==> config.mk <==
export PLATFORM = sky130hd
export DESIGN_NAME = vend_sequencer
export DESIGN_NICKNAME = d
export VERILOG_FILES = /design/src/rtl/vend_pkg.sv /design/src/rtl/rr_arbiter4.sv /design/src/rtl/vend_sequencer.sv
export SDC_FILE = /design/constraint.sdc
export NUM_CORES = 1
export LEC_CHECK = 0
export CAP_MARGIN = 20
export CORE_MARGIN = 5
export CORE_UTILIZATION = 60
export CTS_CLUSTER_DIAMETER = 100
export CTS_CLUSTER_SIZE = 8
export DETAILED_ROUTE_END_ITERATION = 7
export DONT_BUFFER_PORTS = 1
export PLACE_DENSITY = 0.77
export SLEW_MARGIN = 20
export SYNTH_ARGS = -nofsm -noshare
export SYNTH_HDL_FRONTEND = slang
export SYNTH_SLANG_ARGS = --single-unit
==> constraint.sdc <==
create_clock -name clk -period 13.6 [get_ports clk]
set_input_delay 1.36 -clock clk [delete_from_list [all_inputs] [get_ports clk]]
set_output_delay 1.36 -clock clk [all_outputs]
set_load 0.03 [all_outputs]
==> src/rtl/vend_pkg.sv <==
// rtl/vend_pkg.sv - shared states, coin values and product indices for the vending sequencer
package vend_pkg;

  typedef enum logic [2:0] {
    S_IDLE,
    S_DEBIT,
    S_DISPENSE,
    S_CHANGE,
    S_GAP,
    S_DONE
  } vend_state_t;

  localparam int COIN_QUARTER = 25;
  localparam int COIN_DIME    = 10;
  localparam int COIN_NICKEL  = 5;

  localparam logic [2:0] EJ_QUARTER = 3'b100;
  localparam logic [2:0] EJ_DIME    = 3'b010;
  localparam logic [2:0] EJ_NICKEL  = 3'b001;

  localparam logic [1:0] PROD_GUM     = 2'd0;
  localparam logic [1:0] PROD_CANDY   = 2'd1;
  localparam logic [1:0] PROD_CHIPS   = 2'd2;
  localparam logic [1:0] PROD_COOKIES = 2'd3;

  function automatic logic [1:0] onehot_to_idx(input logic [3:0] oh);
    logic [1:0] idx;
    idx = PROD_GUM;
    if (oh[1]) idx = PROD_CANDY;
    if (oh[2]) idx = PROD_CHIPS;
    if (oh[3]) idx = PROD_COOKIES;
    return idx;
  endfunction

endpackage

==> src/rtl/rr_arbiter4.sv <==
// rtl/rr_arbiter4.sv - four-way round-robin arbiter; search starts one past the last grant
module rr_arbiter4 (
  input  logic [3:0] req,
  input  logic [1:0] last,
  output logic [3:0] gnt
);

  logic [1:0] idx;
  logic       found;

  always_comb begin
    gnt   = 4'b0000;
    found = 1'b0;
    idx   = 2'd0;
    for (int i = 1; i <= 4; i++) begin
      idx = last + 2'(i);
      if (!found && req[idx]) begin
        gnt[idx] = 1'b1;
        found    = 1'b1;
      end
    end
  end

endmodule

==> src/rtl/vend_sequencer.sv <==
// rtl/vend_sequencer.sv - vending sequencer: grant, debit, dispense, greedy change, credit clear
// Optional: VEND_DEBIT_TIMEOUT_EN aborts a debit that is not acknowledged within 16 cycles.
module vend_sequencer
  import vend_pkg::*;
#(
  parameter int CREDIT_W    = 8,
  parameter int DISP_CYCLES = 4,
  parameter int COIN_GAP    = 2
) (
  input  logic                  clk,
  input  logic                  rst,
  input  logic [3:0]            req,
  input  logic [4*CREDIT_W-1:0] price,
  input  logic [CREDIT_W-1:0]   credit,
  input  logic                  cancel,
  output logic                  sub_req,
  output logic [CREDIT_W-1:0]   sub_amt,
  input  logic                  sub_ack,
  output logic [3:0]            disp,
  output logic [2:0]            eject,
  output logic                  credit_clr,
  output logic                  denied,
  output logic                  busy
);

  localparam logic [CREDIT_W-1:0] AMT_Q = CREDIT_W'(COIN_QUARTER);
  localparam logic [CREDIT_W-1:0] AMT_D = CREDIT_W'(COIN_DIME);
  localparam logic [CREDIT_W-1:0] AMT_N = CREDIT_W'(COIN_NICKEL);
  localparam logic [15:0] DISP_LAST = 16'(DISP_CYCLES - 1);
  localparam logic [15:0] GAP_LAST  = 16'(COIN_GAP - 1);
`ifdef VEND_DEBIT_TIMEOUT_EN
  localparam logic [15:0] DEBIT_LAST = 16'd15;
`endif

  vend_state_t         state_q, state_d;
  logic [1:0]          ptr_q, ptr_d;
  logic [1:0]          gidx_q, gidx_d;
  logic [CREDIT_W-1:0] price_q, price_d;
  logic [CREDIT_W-1:0] credit_q, credit_d;
  logic [CREDIT_W-1:0] change_q, change_d;
  logic [15:0]         cnt_q, cnt_d;
  logic                denied_q, denied_d;

  logic [3:0]          gnt;
  logic [1:0]          gidx;
  logic [CREDIT_W-1:0] sel_price;

  // ptr_q is the next index to search from, so the arbiter sees the one before it
  rr_arbiter4 u_arb (
    .req  (req),
    .last (ptr_q - 2'd1),
    .gnt  (gnt)
  );

  assign gidx      = onehot_to_idx(gnt);
  assign sel_price = price[int'(gidx)*CREDIT_W +: CREDIT_W];

  always_comb begin
    state_d    = state_q;
    ptr_d      = ptr_q;
    gidx_d     = gidx_q;
    price_d    = price_q;
    credit_d   = credit_q;
    change_d   = change_q;
    cnt_d      = cnt_q;
    denied_d   = 1'b0;
    sub_req    = 1'b0;
    sub_amt    = '0;
    disp       = 4'b0000;
    eject      = 3'b000;
    credit_clr = 1'b0;
    case (state_q)
      S_IDLE: begin
        if (cancel) begin
          change_d = credit;
          state_d  = S_CHANGE;
        end else if (|req) begin
          ptr_d = gidx + 2'd1;
          if (credit >= sel_price) begin
            gidx_d   = gidx;
            price_d  = sel_price;
            credit_d = credit;
            cnt_d    = '0;
            state_d  = S_DEBIT;
          end else begin
            denied_d = 1'b1;
          end
        end
      end
      S_DEBIT: begin
        sub_req = 1'b1;
        sub_amt = price_q;
        if (sub_ack) begin
          change_d = credit_q - price_q;
          cnt_d    = '0;
          state_d  = S_DISPENSE;
`ifdef VEND_DEBIT_TIMEOUT_EN
        end else if (cnt_q == DEBIT_LAST) begin
          denied_d = 1'b1;
          state_d  = S_IDLE;
        end else begin
          cnt_d = cnt_q + 16'd1;
        end
`else
        end
`endif
      end
      S_DISPENSE: begin
        disp[gidx_q] = 1'b1;
        if (cnt_q == DISP_LAST) begin
          state_d = S_CHANGE;
        end else begin
          cnt_d = cnt_q + 16'd1;
        end
      end
      S_CHANGE: begin
        cnt_d   = '0;
        state_d = S_GAP;
        if (change_q >= AMT_Q) begin
          eject    = EJ_QUARTER;
          change_d = change_q - AMT_Q;
        end else if (change_q >= AMT_D) begin
          eject    = EJ_DIME;
          change_d = change_q - AMT_D;
        end else if (change_q >= AMT_N) begin
          eject    = EJ_NICKEL;
          change_d = change_q - AMT_N;
        end else begin
          state_d = S_DONE;
        end
      end
      S_GAP: begin
        if (cnt_q == GAP_LAST) begin
          state_d = S_CHANGE;
        end else begin
          cnt_d = cnt_q + 16'd1;
        end
      end
      S_DONE: begin
        credit_clr = 1'b1;
        state_d    = S_IDLE;
      end
      default: state_d = S_IDLE;
    endcase
  end

  assign denied = denied_q;
  assign busy   = (state_q != S_IDLE);

  always_ff @(posedge clk) begin
    if (rst) begin
      state_q  <= S_IDLE;
      ptr_q    <= PROD_GUM;
      gidx_q   <= PROD_GUM;
      price_q  <= '0;
      credit_q <= '0;
      change_q <= '0;
      cnt_q    <= '0;
      denied_q <= 1'b0;
    end else begin
      state_q  <= state_d;
      ptr_q    <= ptr_d;
      gidx_q   <= gidx_d;
      price_q  <= price_d;
      credit_q <= credit_d;
      change_q <= change_d;
      cnt_q    <= cnt_d;
      denied_q <= denied_d;
    end
  end

endmodule

# Yosys cells after proc, flatten, opt, wreduce, memory -nomap -nowiden
# Cells that the tools add are included.
totals:
  register_bits: 48
  output_inout_bits: 19
  word_cells: 140
classes:
  n_addsub: 10
  n_lt_le_gt_ge: 14
  eq_ne: 19
  shift: 1
  n_mux: 60
  n_bitwise: 6
  n_reduce_logical: 22
ops:
  columns: ["cell", "count"]
  rows:
  - ["two-way mux 16 bit", 6]
  - ["case mux 16 bit (5 select lines)", 1]
  - ["two-way mux 8 bit", 6]
  - ["indexed part select 32 x 6 -> 8 bit", 1]
  - ["two-way mux 3 bit", 8]
  - ["case mux 8 bit (3 select lines)", 1]
  - ["two-way mux 1 bit", 20]
  - ["two-way mux 4 bit", 5]
  - ["inequality test 2 bit (second input constant)", 9]
  - ["adder 16 x 1 -> 16 bit (second input constant)", 1]
  - ["equality test 16 x 1 -> 1 bit (second input constant)", 1]
  - ["equality test 16 x 2 -> 1 bit (second input constant)", 1]
  - ["< comparator 2 x 3 -> 1 bit (second input constant)", 5]
  - ["case mux 3 bit (5 select lines)", 1]
  - ["bitwise OR 4 bit", 3]
  - ["demux 1 bit (select 2 bit)", 5]
  - [">= comparator 2 x 1 -> 1 bit (second input constant)", 5]
  - ["binary-select mux 1 bit (select 2 bit)", 4]
  - [">= comparator 8 x 3 -> 1 bit (second input constant)", 1]
  - [">= comparator 8 x 4 -> 1 bit (second input constant)", 1]
  - [">= comparator 8 x 5 -> 1 bit (second input constant)", 1]
  - [">= comparator 8 bit", 1]
  - ["logical AND 1 bit", 8]
  - ["AND reduction 4 bit", 2]
  - ["other kinds (22)", 35]

# Depth between registers and ports, before layout
depth:
  depth_word: 23
  mapped_depth: 20
  mapped_depth_nobuf: 17

# Hierarchy
# Synthesis repeated with hierarchy kept, for this count alone.
hier_totals:
  hier_cells: 500
  hier_area_um2: 4030.1
modules_own_cells:
  columns: ["mod", "n_inst", "cells_per_inst", "area_each_um2", "seq_area_each_um2"]
  rows:
  - ["vend_sequencer", 1, 462, 3672.3, 960.9]
  - ["rr_arbiter4", 1, 38, 357.8, 0.0]

# Worst setup path after synthesis
# No wires, ideal clock.
synth_path:
  kind: "input port to flip-flop"
  from: "input req[3]"
  to: "register price_q[0]"
  setup_time_ns: 0.091
  arrival_time_ns: 4.675
  slack_ns: 8.834
  path_stages: 17
  path_cell_list: "mux2_2 and4bb_1 a31oi_1 o21a_1 buf_2 nand3_1 a311o_1 nand2_1 ha_1 nand2b_1 a211o_1 a21oi_1 o21ai_1 and2_1 clkbuf_1 clkbuf_1 a311oi_1"
synth_via:
  elab_chain_len: 18
synth_lines:
  columns: ["item", "line", "source"]
  rows:
  - ["start: declaration", "vend_sequencer.sv:12", "input logic [3:0] req,"]
  - ["binary-select mux 1 bit (select 2 bit)", "rr_arbiter4.sv:17", "if (!found && req[idx]) begin"]
  - ["two-way mux 1 bit (implied by the code)", "rr_arbiter4.sv:17", null]
  - ["two-way mux 1 bit", "rr_arbiter4.sv:17", null]
  - ["logical NOT 1 bit", "rr_arbiter4.sv:17", null]
  - ["logical AND 1 bit", "rr_arbiter4.sv:17", null]
  - ["two-way mux 1 bit", "rr_arbiter4.sv:17", null]
  - ["logical NOT 1 bit", "rr_arbiter4.sv:17", null]
  - ["logical AND 1 bit", "rr_arbiter4.sv:17", null]
  - ["[... 3 more ...]", null, null]
  - ["two-way mux 4 bit *", "rr_arbiter4.sv:17", null]
  - ["two-way mux 1 bit", "vend_pkg.sv:29", "if (oh[1]) idx = PROD_CANDY;"]
  - ["two-way mux 2 bit", "vend_pkg.sv:30", "if (oh[2]) idx = PROD_CHIPS;"]
  - ["two-way mux 2 bit *", "vend_pkg.sv:31", "if (oh[3]) idx = PROD_COOKIES;"]
  - ["indexed part select 32 x 6 -> 8 bit *", "vend_sequencer.sv:56", "assign sel_price = price[int'(gidx)*CREDIT_W +: CREDIT_W];"]
  - ["net sel_price[0]", "vend_sequencer.sv:46", "logic [CREDIT_W-1:0] sel_price;"]
  - [">= comparator 8 bit", "vend_sequencer.sv:79", "if (credit >= sel_price) begin"]
  - ["AND reduction 4 bit (no source line)", null, null]
  - ["end signal: assignment", "vend_sequencer.sv:164", "price_q <= price_d;"]
  - ["end: declaration", "vend_sequencer.sv:38", "logic [CREDIT_W-1:0] price_q, price_d;"]
# Mark *: on every way through the listed nets, which the timed path passes. The rest lies on a longest branch. The select of a mux whose other input is x is not followed.
# A chain may end at the register's enable or synchronous reset.

# Worst setup path in the final report
layout_path:
  from: "register ptr_q[0]"
  to: "register cnt_q[4]"
layout_via:
  elab_chain_len: 21
layout_lines:
  columns: ["item", "line", "source"]
  rows:
  - ["start: declaration", "vend_sequencer.sv:36", "logic [1:0] ptr_q, ptr_d;"]
  - ["start signal: assignment", "vend_sequencer.sv:162", "ptr_q <= ptr_d;"]
  - ["subtractor 2 x 1 -> 2 bit *", "vend_sequencer.sv:51", ".last (ptr_q - 2'd1),"]
  - ["parallel branches: the longest is 12 deep, another holds < comparator 2 x 3 -> 1 bit", null, null]
  - ["two-way mux 4 bit *", "rr_arbiter4.sv:17", null]
  - ["two-way mux 1 bit", "vend_pkg.sv:29", null]
  - ["two-way mux 2 bit", "vend_pkg.sv:30", null]
  - ["two-way mux 2 bit *", "vend_pkg.sv:31", null]
  - ["indexed part select 32 x 6 -> 8 bit *", "vend_sequencer.sv:56", null]
  - ["net sel_price[0]", "vend_sequencer.sv:46", null]
  - [">= comparator 8 bit *", "vend_sequencer.sv:79", null]
  - ["inequality test 2 bit (no source line) *", null, null]
  - ["AND reduction 7 bit (no source line) *", null, null]
  - ["end signal: assignment", "vend_sequencer.sv:167", "cnt_q <= cnt_d;"]
  - ["end: declaration", "vend_sequencer.sv:41", "logic [15:0] cnt_q, cnt_d;"]
# Mark *: on every way through the listed nets, which the timed path passes. The select of a mux whose other input is x is not followed.

==> results_dict.tcl <==
set metrics [dict create \
    run_status "finished clean" \
    ant_nets 0 \
    hold_buffers 0 \
    path_class "flip-flop to flip-flop" \
    synth_top_area_share_pct 24.5 \
    synth-main-ff-cell "dfxtp_1" \
    endpoint_kind "flip-flop" \
    place_area_mm2 0.00392 \
    arrival_ns 5.52 \
    dp_hpwl_um 7350 \
    rr_startpoint "ptr_q[0]" \
    cts.htree.levels 2 \
    post-place-ws_ns 8.13 \
    antenna-diode-count 0 \
    crit_path_start_kind "flip-flop" \
    overflow 0 \
    p_sw_uw 589 \
    rows 29 \
    avgSynthCellArea_um2 7.57 \
    initial_core_util_pct 61.8 \
    ios 67 \
    switching_share_pct 51.9 \
    clkSinkCount 48 \
    synth_edf_count 0 \
    max_freq_ghz 0.189 \
    grt_pass1_wl_um 16200 \
    fin_area_mm2 0.00401 \
    seqPwrFrac_pct 21.5 \
    routabilityCongestion 0.860 \
    io_buffers 0 \
    critPathMaxFanout 13 \
    cts_setup_buffers 0 \
    die_area_mm2 0.00826 \
    fin_ws_ns 8.32 \
    clkSlewWorstSetupHoldPaths_ns 0.10 \
    setup_viol 0 \
    clockRootBuffer "clkbuf_8" \
    synthCells 518 \
    synthToLayoutAreaGrowth_pct 2.30 \
    grt_pass1_vias 3625 \
    cts_buffers 5 \
    synth_area_leader_cell "dfxtp_1" \
    cts_buffer_depth 2 \
    grt_max_degree 36 \
    period_needed_ns 5.28 \
    finalNetCount 581 \
    powerDensity_mw_per_mm2 282 \
    ff2ff_setup_slack_ns 8.32 \
    drive_gt1_share_pct 4.58 \
    die_w_um 90.9 \
    antenna_found_initial 0 \
    reg2reg_to "cnt_q[4]" \
    cts_resized 0 \
    ys_ff_latch 48 \
    core_area_mm2 0.00635 \
    synth_fp_nets 598 \
    hold_ws_ns 0.459 \
    finalMaxSlewViolations 0 \
    grtUsageTotal_pct 23.1 \
    vias 3771 \
    hold_viol_final 0 \
    ys_top_cells_by_area "dfxtp_1, ha_1, nor2_1" \
    syn-cell-area_mm2 0.00392 \
    drt-total-wl_um 9580 \
    power_mw 1.13 \
    hold_depth 2 \
    drv_cap 0 \
    drtPass1Iterations 4 \
    worst_ep_required_time_ns 13.84 \
    slew_headroom_pct 35.9 \
    ys_seq_area_share_pct 24.5 \
    cts_tree "built" \
    irDropWorstVdd_v 0.000198 \
    drc 0 \
    finalCritPeriodShare_pct 38.8 \
    clk_latency_ns 0.31 \
    synthArstFlopShare_pct 0 \
    fin_setup_tns_ns 0 \
    skew_ns 0.00993 \
    final_util_pct 63.2 \
    p_int_uw 545 \
    pwr-share-comb_pct 70.8 \
    tightest_slew_ns 0.955 \
    die_h_um 90.9 \
    r2r_cells 17 \
    synth.distinct_cells 68 \
    via_per_inst 6.51 \
    final_cells 579 \
    place_inst 571 \
    wl_per_cell_um 16.5 \
    drt_iter0_drc 199 \
    yosysMostFrequentCell "nor2_1" \
    min-delay-start "credit_q[3]" \
    leakagePower_nw 1.46 \
    clock_power_share_pct 7.7 \
    holdPathEnd "credit_q[3]" \
    hold_path_class "flip-flop to flip-flop" \
    synth_top_cells_by_count "nor2_1, nand2_1, dfxtp_1, a21oi_1, ha_1" \
    rsz0062_at_grt "false" \
    yosys_warnings 0 \
]
## sequential cells by signal, indices dropped and copies added (netlist names)
register / flops
cnt_q: 16
state_q: 3
gidx_q: 2
price_q: 8
ptr_q: 2
denied: 1
credit_q: 8
change_q: 8
## worst max path at each step
stage,from,end,slack (ns),cells after the start
floorplan,req[3],price_q[0],8.83,17
global placement,req[3],cnt_q[12],8.26,14
detailed placement,req[3],cnt_q[4],8.13,14
CTS,ptr_q[0],cnt_q[4],8.33,17
global route,ptr_q[0],cnt_q[12],7.65,15
finish,ptr_q[0],cnt_q[4],8.32,17
## area by class of cell
| class | instances | area, um^2 |
|---|---|---|
| multi-input cells | 416 | 2750 |
| fillers | 570 | 2340 |
| flip-flops and latches | 48 | 961 |
| inverters | 29 | 109 |
| well taps | 77 | 96.3 |
| clock buffers | 6 | 72.6 |
| clock inverters | 2 | 16.3 |
| repair buffers | 1 | 7.51 |
## power groups by stage
stage	sequential [mW]	combinational (mW)	clock [mW]
final	0.244	0.802	0.0876
after global routing	0.253	0.903	0.0955
after CTS	0.243	0.797	0.0888
after detailed placement	0.247	0.792	0
after global placement	0.244	0.770	0
after floorplan	0.217	0.682	0
## cells in the final DEF, fill, tap and decap left out, types with 9 or more instances in the layout
cell	Yosys	final
nor2_1	57	57
nand2_1	52	52
dfxtp_1	48	48
a21oi_1	42	42
ha_1	31	31
inv_1	28	28
o21ai_0	25	25
or3_1	18	18
a211oi_1	16	15
nand3_1	12	12
and2_1	11	11
and3_1	10	10
a221oi_1	10	10
nor3_1	9	9
## critical path, stage by stage, from the launching register on
cell	delay [ns]
dfxtp_1	0.56
inv_1	0.17
ha_1	0.40
mux4_2	0.57
and2_1	0.18
mux2i_1	0.18
and3_1	0.41
nor2_1	0.08
a311o_1	0.35
nand2_1	0.07
ha_1	0.21
nand2b_1	0.14
a211o_1	0.28
a21oi_1	0.22
o21ai_1	0.21
a41oi_1	0.81
o21ai_0	0.20
a21oi_1	0.16
## kinds of logic after synthesis
group / after synthesis / synth area share (%)
AND/OR/NAND/NOR: 206 / 26.1
AO/OA/AOI/OAI: 160 / 28.4
buffers and inverters: 54 / 5.52
flip-flops: 48 / 24.5
adder cells (fa/ha/maj): 32 / 10.4
XOR/XNOR: 9 / 2.01
multiplexers: 9 / 3.06
## per-layer routing
layer / share of wire (%) / up-vias / global-route usage, %
met5: 0 / - / 0
met1: 43 / 1784 / 28.7
met3: 6.5 / 15 / 5.00
met2: 49 / 96 / 39.8
li1: - / 1876 / -
met4: 1.4 / 0 / 6.85
Power figures use the tool's default switching activity.
